### src/rtl/delay_pipe_ctrl_pkg.sv
// Shared definitions for the delay pipeline controller: FSM states and counter sizing.
package delay_pipe_ctrl_pkg;

    typedef enum logic [1:0] {
        ST_IDLE  = 2'b00,
        ST_RUN   = 2'b01,
        ST_DRAIN = 2'b10,
        ST_DONE  = 2'b11
    } state_e;

    localparam int unsigned DEFAULT_DELAY = 4;

    // Occupancy counter must represent 0..depth inclusive.
    function automatic int unsigned cnt_width(input int unsigned depth);
        return $clog2(depth + 1);
    endfunction

endpackage

### src/rtl/delay_pipe_ctrl_flag_shift.sv
// Enable-gated shift register carrying the per-slot valid and last flags alongside the datapath.
module delay_pipe_ctrl_flag_shift #(
    parameter int unsigned DEPTH = 4
) (
    input  logic       clk,
    input  logic       clr,
    input  logic       en,
    input  logic [1:0] din,
    output logic [1:0] dout
);

    logic [DEPTH-1:0] vld_q;
    logic [DEPTH-1:0] lst_q;

    // Clear wins over enable so an abort invalidates everything in flight.
    always_ff @(posedge clk) begin
        if (clr) begin
            vld_q <= '0;
            lst_q <= '0;
        end else if (en) begin
            vld_q <= {vld_q[DEPTH-2:0], din[0]};
            lst_q <= {lst_q[DEPTH-2:0], din[1]};
        end
    end

    always_comb begin
        dout = {lst_q[DEPTH-1], vld_q[DEPTH-1]};
    end

endmodule

### src/rtl/delay_pipe_ctrl.sv
// Job sequencer, shared enable and occupancy tracking for an external fixed-latency delay pipe.
module delay_pipe_ctrl
    import delay_pipe_ctrl_pkg::*;
#(
    parameter  int unsigned DELAY = DEFAULT_DELAY,
    localparam int unsigned CW    = cnt_width(DELAY)
) (
    input  logic          clk,
    input  logic          rst,
    input  logic          start,
    input  logic          abort,
    input  logic          s_valid,
    input  logic          s_last,
    output logic          s_ready,
    output logic          en,
    output logic          m_valid,
    output logic          m_last,
    input  logic          m_ready,
    output logic          busy,
    output logic          done,
    output logic [CW-1:0] count
);

    state_e        state_q, state_d;
    logic [CW-1:0] count_q, count_d;
    logic [1:0]    flags_out;
    logic          active;
    logic          acc;
    logic          pop;
    logic          clr;

    assign clr = rst | abort;

    delay_pipe_ctrl_flag_shift #(
        .DEPTH (DELAY)
    ) u_flag_shift (
        .clk  (clk),
        .clr  (clr),
        .en   (en),
        .din  ({acc & s_last, acc}),
        .dout (flags_out)
    );

    // Whole pipe advances only when the final slot is empty or being taken; bubbles stay put.
    always_comb begin
        m_valid = flags_out[0];
        m_last  = flags_out[1] & flags_out[0];
        active  = (state_q == ST_RUN) || (state_q == ST_DRAIN);
        en      = active & (~m_valid | m_ready);
        s_ready = en & (state_q == ST_RUN);
        acc     = s_valid & s_ready;
        pop     = m_valid & m_ready;
        busy    = (state_q != ST_IDLE);
        done    = (state_q == ST_DONE);
        count   = count_q;
    end

    always_comb begin
        state_d = state_q;
        unique case (state_q)
            ST_IDLE:  if (start) state_d = ST_RUN;
            ST_RUN:   if (acc && s_last) state_d = ST_DRAIN;
            ST_DRAIN: if (count_q == '0) state_d = ST_DONE;
            ST_DONE:  state_d = ST_IDLE;
        endcase
        if (abort) begin
            state_d = ST_IDLE;
        end
    end

    always_comb begin
        count_d = count_q + CW'(acc) - CW'(pop);
        if (abort) begin
            count_d = '0;
        end
    end

    always_ff @(posedge clk) begin
        if (rst) begin
            state_q <= ST_IDLE;
            count_q <= '0;
        end else begin
            state_q <= state_d;
            count_q <= count_d;
        end
    end

endmodule

### config.mk
export PLATFORM = sky130hd
export DESIGN_NAME = delay_pipe_ctrl
export DESIGN_NICKNAME = d
export VERILOG_FILES = /design/src/rtl/delay_pipe_ctrl_pkg.sv /design/src/rtl/delay_pipe_ctrl_flag_shift.sv /design/src/rtl/delay_pipe_ctrl.sv
export SDC_FILE = /design/constraint.sdc
export NUM_CORES = 1
export LEC_CHECK = 0
export ABC_AREA = 1
export CAP_MARGIN = 10
export CORE_MARGIN = 2
export CORE_UTILIZATION = 35
export DETAILED_ROUTE_END_ITERATION = 8
export RECOVER_POWER = 50
export SLEW_MARGIN = 10
export SYNTH_ARGS = -nofsm -noshare
export SYNTH_HDL_FRONTEND = slang
export SYNTH_SLANG_ARGS = --single-unit
### constraint.sdc
create_clock -name clk -period 3 [get_ports clk]
set_input_delay 0.45 -clock clk [delete_from_list [all_inputs] [get_ports clk]]
set_output_delay 0.45 -clock clk [all_outputs]
set_load 0.02 [all_outputs]
==> results.toml, run 1 <==
[final_layout]
area_growth_pct = 26.59
antenna_cells = 0
layout.nets = 123
drive_gt1_share_pct = 8.411
post-route-util_pct = 45.72

[cts]
cts_setup_buffers = 0
root_buffer = "clkbuf_4"
clockBufferDepth = 2
clk_latency_ps = 270
cts-resized-gates = 0
postCtsHoldBufs = 0
cts_tree = "built"
clock-sinks = 13
cts_buffers = 3
cts_max_level = 1
cts.clk_slew.worst_paths_ps = 80

[floorplan]
fp.coreArea_um2 = 1902
die_area_um2 = 2333
die_h_um = 48.30
initial_core_util_pct = 36.12
io_pins = 16
rows = 16
dieWidth_um = 48.30

[placed_design]
dp_hpwl_um = 892.1
gp_congestion = 0.6967
portBuffers = 15

[worst_setup_path]
end_kind = "output pin"
required_ps = 2550
cp_num_cells = 5
critPathSlowestCell = "clkdlybuf4s50_1"
rr_worst_depth = 10
crit_family = "buffers and inverters"
path_class = "flip-flop to output pin"
critPathMaxStageDelay_ps = 620
cp_num_buf_inv = 3
worstPathMaxFanout = 10
cp-start-kind = "flip-flop"
path_cells = "inv_1 -> ha_1 -> nand2_1 -> inv_2 -> clkdlybuf4s50_1"
crit_arrival_ps = 2120

[power_and_ir_drop]
p_leak_nw = 0.4093
ir_drop_mv = 0.2783
finalPower_w = 0.0003703
power.density_nw_per_um2 = 425.9

[timing]
setup_viol = 0
hold_violations = 0
fin_crit_sh_pct = 85.51
fmaxAchievable_mhz = 389.8
period_needed_ps = 2565
max_slew_margin_pct = 78.45
fin_skew_ps = 5.577
tns_ps = 0
rsz0062_at_grt = "no"
worst_slew_pin_slew_ps = 323.0
slew_violations = 0

[route]
drt-pass1-iter-count = 2
vias_per_cell = 4.104
wl_um = 1109
routedWlPerCell_um = 8.276
vias = 550
route.detailed.drc = 0
drtIter0Drc = 4
final_antenna_net_count = 0

[logic_synthesis]
yosysTopAreaCell = "dfxtp_1"
syn_area_per_cell_um2 = 7.806
synth_edf_count = 0
synth_cells = 88
async_flop_share_pct = 0
yosysWarnings = 0
yosysMostFrequentCell = "nor2_1"
synthTopCellsByArea = "dfxtp_1, ha_1, nor2_1"
synth_top_area_share_pct = 37.89
syn_area_um2 = 686.9
synthTopCellsByCount = "nor2_1, inv_1, dfxtp_1"
postSynthNetCount = 103
synth.yosys.seq_area_share_pct = 37.89
ys_types = 16
ys_ff_latch = 13
ys.flop_type = "dfxtp_1"

[flow_run]
cap_violations = 0

[grt]
grt_pass1_wl_um = 2056
grt.total_usage_pct = 11.21
grt_pass1_vias = 528
antenna_found_initial = 0
grt_max_degree = 11
grt_overflow_total = 0

[worst_hold_path]
hold_path_class = "flip-flop to flip-flop"
worstHoldPathCells = 2

[outcome]
status = "complete, no violations"
==> path summary, 6_finish.rpt <==
kind / start / slack (ps) / end
setup / recovery: state_q[0] / 430 / en
hold / removal: u_flag_shift.vld_q[0] / 470 / u_flag_shift.vld_q[0]
setup reg to reg: state_q[0] / 750 / count[2]
hold reg to reg: u_flag_shift.vld_q[0] / 470 / u_flag_shift.vld_q[0]
==> report_power, final <==
part | internal, W | switching, W | leakage, nW
Sequential | 0.000180 | 0.00000545 | 0.105
Combinational | 0.0000347 | 0.0000450 | 0.286
Clock | 0.0000494 | 0.0000559 | 0.0177
Total | 0.000264 | 0.000106 | 0.409
==> through the flow <==
stage | hold slack, ps | std cells | instance area [µm²] | setup slack, ps
after floorplan | 442.2 | 88 | 686.9 | 913.5
after global placement | 458.6 | 130 | 870.8 | 593.6
after detailed placement | 456.0 | 130 | 870.8 | 596.3
after CTS | 469.5 | 134 | 898.4 | 435.1
after global routing | 503.4 | 134 | 869.6 | 248.1
final | 466.2 | 134 | 869.6 | 434.6
==> worst min-delay path: cells and delay by family, from the launching register on <==
kind               cells  cell delay, ps
and+or+nand+nor        1              60
AOI/OAI and AO/OA      1              50
DFF                    1             320
==> area by class of cell <==
class | instances | area, µm²
clock buffers | 3 | 22.52
clock inverters | 1 | 5.005
fillers | 193 | 1032
inverters | 18 | 67.56
multi-input cells | 57 | 330.3
flip-flops and latches | 13 | 260.3
well taps | 27 | 33.78
repair buffers | 15 | 150.1
==> state kept, by name, indices dropped and copies added, names as in the netlist <==
register,count
count,3
state_q,2
u_flag_shift.lst_q,4
u_flag_shift.vld_q,4
==> placed cells by master (no fill, tap or decap) <==
master	Yosys	layout
a21oi_1	5	5
a21oi_2	1	1
clkbuf_4	0	3
clkdlybuf4s50_1	0	14
clkinv_2	0	1
dfxtp_1	13	13
dlygate4sd3_1	0	1
fa_1	1	1
ha_1	7	7
inv_1	16	16
inv_2	2	2
nand2_1	6	7
nand2_2	2	1
nand3_1	2	2
nand4_1	0	1
nor2_1	22	22
nor2_2	1	1
o21ai_0	7	7
o21bai_1	0	1
xor2_1	1	1
==> per-layer routing <==
| metal | share of wire [%] | wire, µm | vias to the layer above | track usage (%) |
|---|---|---|---|---|
| met4 | 1.3 | 14 | 0 | 4.286 |
| met1 | 50 | 555 | 228 | 12.93 |
| met5 | 0 | 0 | - | 0 |
| met2 | 43 | 476 | 12 | 18.06 |
| li1 | - | - | 308 | - |
| met3 | 5.6 | 62 | 2 | 5.247 |
==> logic make-up after synthesis <==
| logic type | count (synthesis) | share of synthesized area [%] |
|---|---|---|
| and+or+nand+nor | 34 | 22.59 |
| adders and majority gates | 8 | 15.66 |
| xor gates and xnor gates | 1 | 1.275 |
| DFF | 13 | 37.89 |
| buffers and inverters | 18 | 9.837 |
| AOI/OAI and AO/OA | 14 | 12.75 |
Note: power is estimated with default switching activity, not from simulation.
==> run 2, diff against run 1 <==
--- a/config.mk
+++ b/config.mk
@@ -9,8 +9,8 @@
 export CAP_MARGIN = 10
 export CORE_MARGIN = 2
 export CORE_UTILIZATION = 35
+export CTS_CLUSTER_SIZE = 30
 export DETAILED_ROUTE_END_ITERATION = 8
-export RECOVER_POWER = 50
 export SLEW_MARGIN = 10
 export SYNTH_ARGS = -nofsm -noshare
 export SYNTH_HDL_FRONTEND = slang
==> constraint.sdc (replaced) <==
create_clock -name clk -period 2.75 [get_ports clk]
set_input_delay 0.4125 -clock clk [delete_from_list [all_inputs] [get_ports clk]]
set_output_delay 0.4125 -clock clk [all_outputs]
set_load 0.02 [all_outputs]
==> run 2 against run 1 <==
Compared with the run above: wire length up 7.9%; largest power group unchanged; core utilization up 1.5 points; clock power up 13%; critical endpoint unchanged; count of clock-buffer cells in the layout unchanged.
==> results.toml, run 2 (same netlist as run 1, synthesis figures left out) <==
[outcome]
status = "complete, no violations"

[floorplan]
die_area_um2 = 2333
initial_core_util_pct = 36.12
io_pins = 16
die_h_um = 48.30
rows = 16
dieWidth_um = 48.30
fp.coreArea_um2 = 1902

[timing]
fin_skew_ps = 3.092
holdWs_ps = 477.2
fin_crit_sh_pct = 90.52
fmaxAchievable_mhz = 401.7
worst_slew_pin_slew_ps = 331.0
rsz0062_at_grt = "no"
period_needed_ps = 2489
max_slew_margin_pct = 77.91
setup_viol = 0
slew_violations = 0
hold_violations = 0
tns_ps = 0

[worst_hold_path]
hold_start = "u_flag_shift.vld_q[0]"
worstHoldPathCells = 2
hold_path_end = "u_flag_shift.vld_q[0]"
hold_path_class = "flip-flop to flip-flop"

[route]
vias_per_cell = 4.313
wl_um = 1197
vias = 578
final_antenna_net_count = 0
route.detailed.drc = 0
drtIter0Drc = 6
drt-pass1-iter-count = 4
routedWlPerCell_um = 8.933

[grt]
grt_max_degree = 11
grt.total_usage_pct = 12.66
grt_overflow_total = 0
antenna_found_initial = 0
grt_pass1_vias = 552
grt_pass1_wl_um = 2263

[final_layout]
layout_common_cells = "nor2_1, inv_1, clkdlybuf4s50_1"
area_growth_pct = 30.78
drive_gt1_share_pct = 11.21
layout.nets = 123
fillerInstances = 213
antenna_cells = 0
layout_commonest_cell = "nor2_1"

[cts]
cts_setup_buffers = 0
clockBufferDepth = 2
cts-resized-gates = 0
clock-sinks = 13
root_buffer = "clkbuf_4"
postCtsHoldBufs = 0
clk_latency_ps = 270
cts_tree = "built"
cts_max_level = 1
cts.clk_slew.worst_paths_ps = 90
cts_buffers = 3

[flow_run]
cap_violations = 0

[worst_setup_path]
rr_worst_depth = 10
path_class = "flip-flop to output pin"
reg2reg_from = "state_q[0]"
critPathSlowestCell = "clkdlybuf4s50_1"
end_kind = "output pin"
crit_arrival_ps = 2080
cp-start-kind = "flip-flop"
path_cells = "inv_1 -> ha_1 -> nand2_2 -> inv_2 -> clkdlybuf4s50_1"
rrSetupSlack_ps = 510
r2r_end = "count[2]"
required_ps = 2340
critPathMaxStageDelay_ps = 610
worstPathMaxFanout = 10

[power_and_ir_drop]
ir_drop_mv = 0.2454
power.density_nw_per_um2 = 462.1
p_leak_nw = 0.4097

[placed_design]
gp_congestion = 0.7401
dp_hpwl_um = 971.4
portBuffers = 15
## run 2: cell count changes in the layout (fill, tap and decap cells not counted)
cell             change
nand4_1              -1
o21bai_1             -1
dlygate4sd3_1        -1
clkdlybuf4s50_1      +1
nand2_1              -1
nand4_4              +1
o21bai_4             +1
nand2_2              +1
## run 2: how the worst max path moves through the flow
| stage | startpoint | to | slack [ps] |
|---|---|---|---|
| after global routing | state_q[0] | s_ready | 110 |
| final | state_q[0] | en | 260 |
| after global placement | m_ready | count[2] | 390 |
| after detailed placement | m_ready | count[2] | 370 |
| after floorplan | state_q[0] | count[2] | 660 |
| after CTS | state_q[0] | en | 230 |
## run 2: through the flow
step	total power (W)	cell area, µm²	worst slack, ps	instances	utilization (%)
6_report	0.0004152	898.4	260.7	134	47.24
5_1_grt	0.0004498	898.4	110.1	134	47.24
4_1_cts	0.0004239	898.4	234.0	134	47.24
3_5_place_dp	0.0003018	870.8	367.4	130	45.79
3_3_place_gp	0.0003005	870.8	394.4	130	45.79
2_1_floorplan	0.0002682	686.9	663.5	88	-
## run 2: layer usage
metal | GRT usage (%) | vias to the layer above | part of all wire, %
met1 | 15.31 | 259 | 49
met3 | 4.012 | 2 | 3.6
met2 | 19.91 | 11 | 46
met4 | 7.143 | 0 | 1.3
met5 | 0 | - | 0
li1 | - | 306 | -
## run 2: cell type report
| class | count | area, µm² | share of cell area (%) |
|---|---|---|---|
| Clock buffer | 3 | 22.52 | 2.507 |
| Clock inverter | 1 | 5.005 | 0.5571 |
| Inverter | 18 | 67.56 | 7.521 |
| Multi-Input combinational cell | 57 | 359.1 | 39.97 |
| Sequential cell | 13 | 260.3 | 28.97 |
| Tap cell | 27 | 33.78 | 3.760 |
| Timing Repair Buffer | 15 | 150.1 | 16.71 |
## run 2: critical path: cells and delay by family, from the launching register on
kind	cells	cell delay (ps)
DFF	1	390
and+or+nand+nor	1	160
adders and majority gates	1	400
buffers and inverters	3	850
## run 2: power by group
group	switching, W	internal, W	leakage [nW]
combinational	0.0000531	0.0000408	0.287
sequential	0.00000606	0.000196	0.105
clock	0.0000651	0.0000538	0.0177
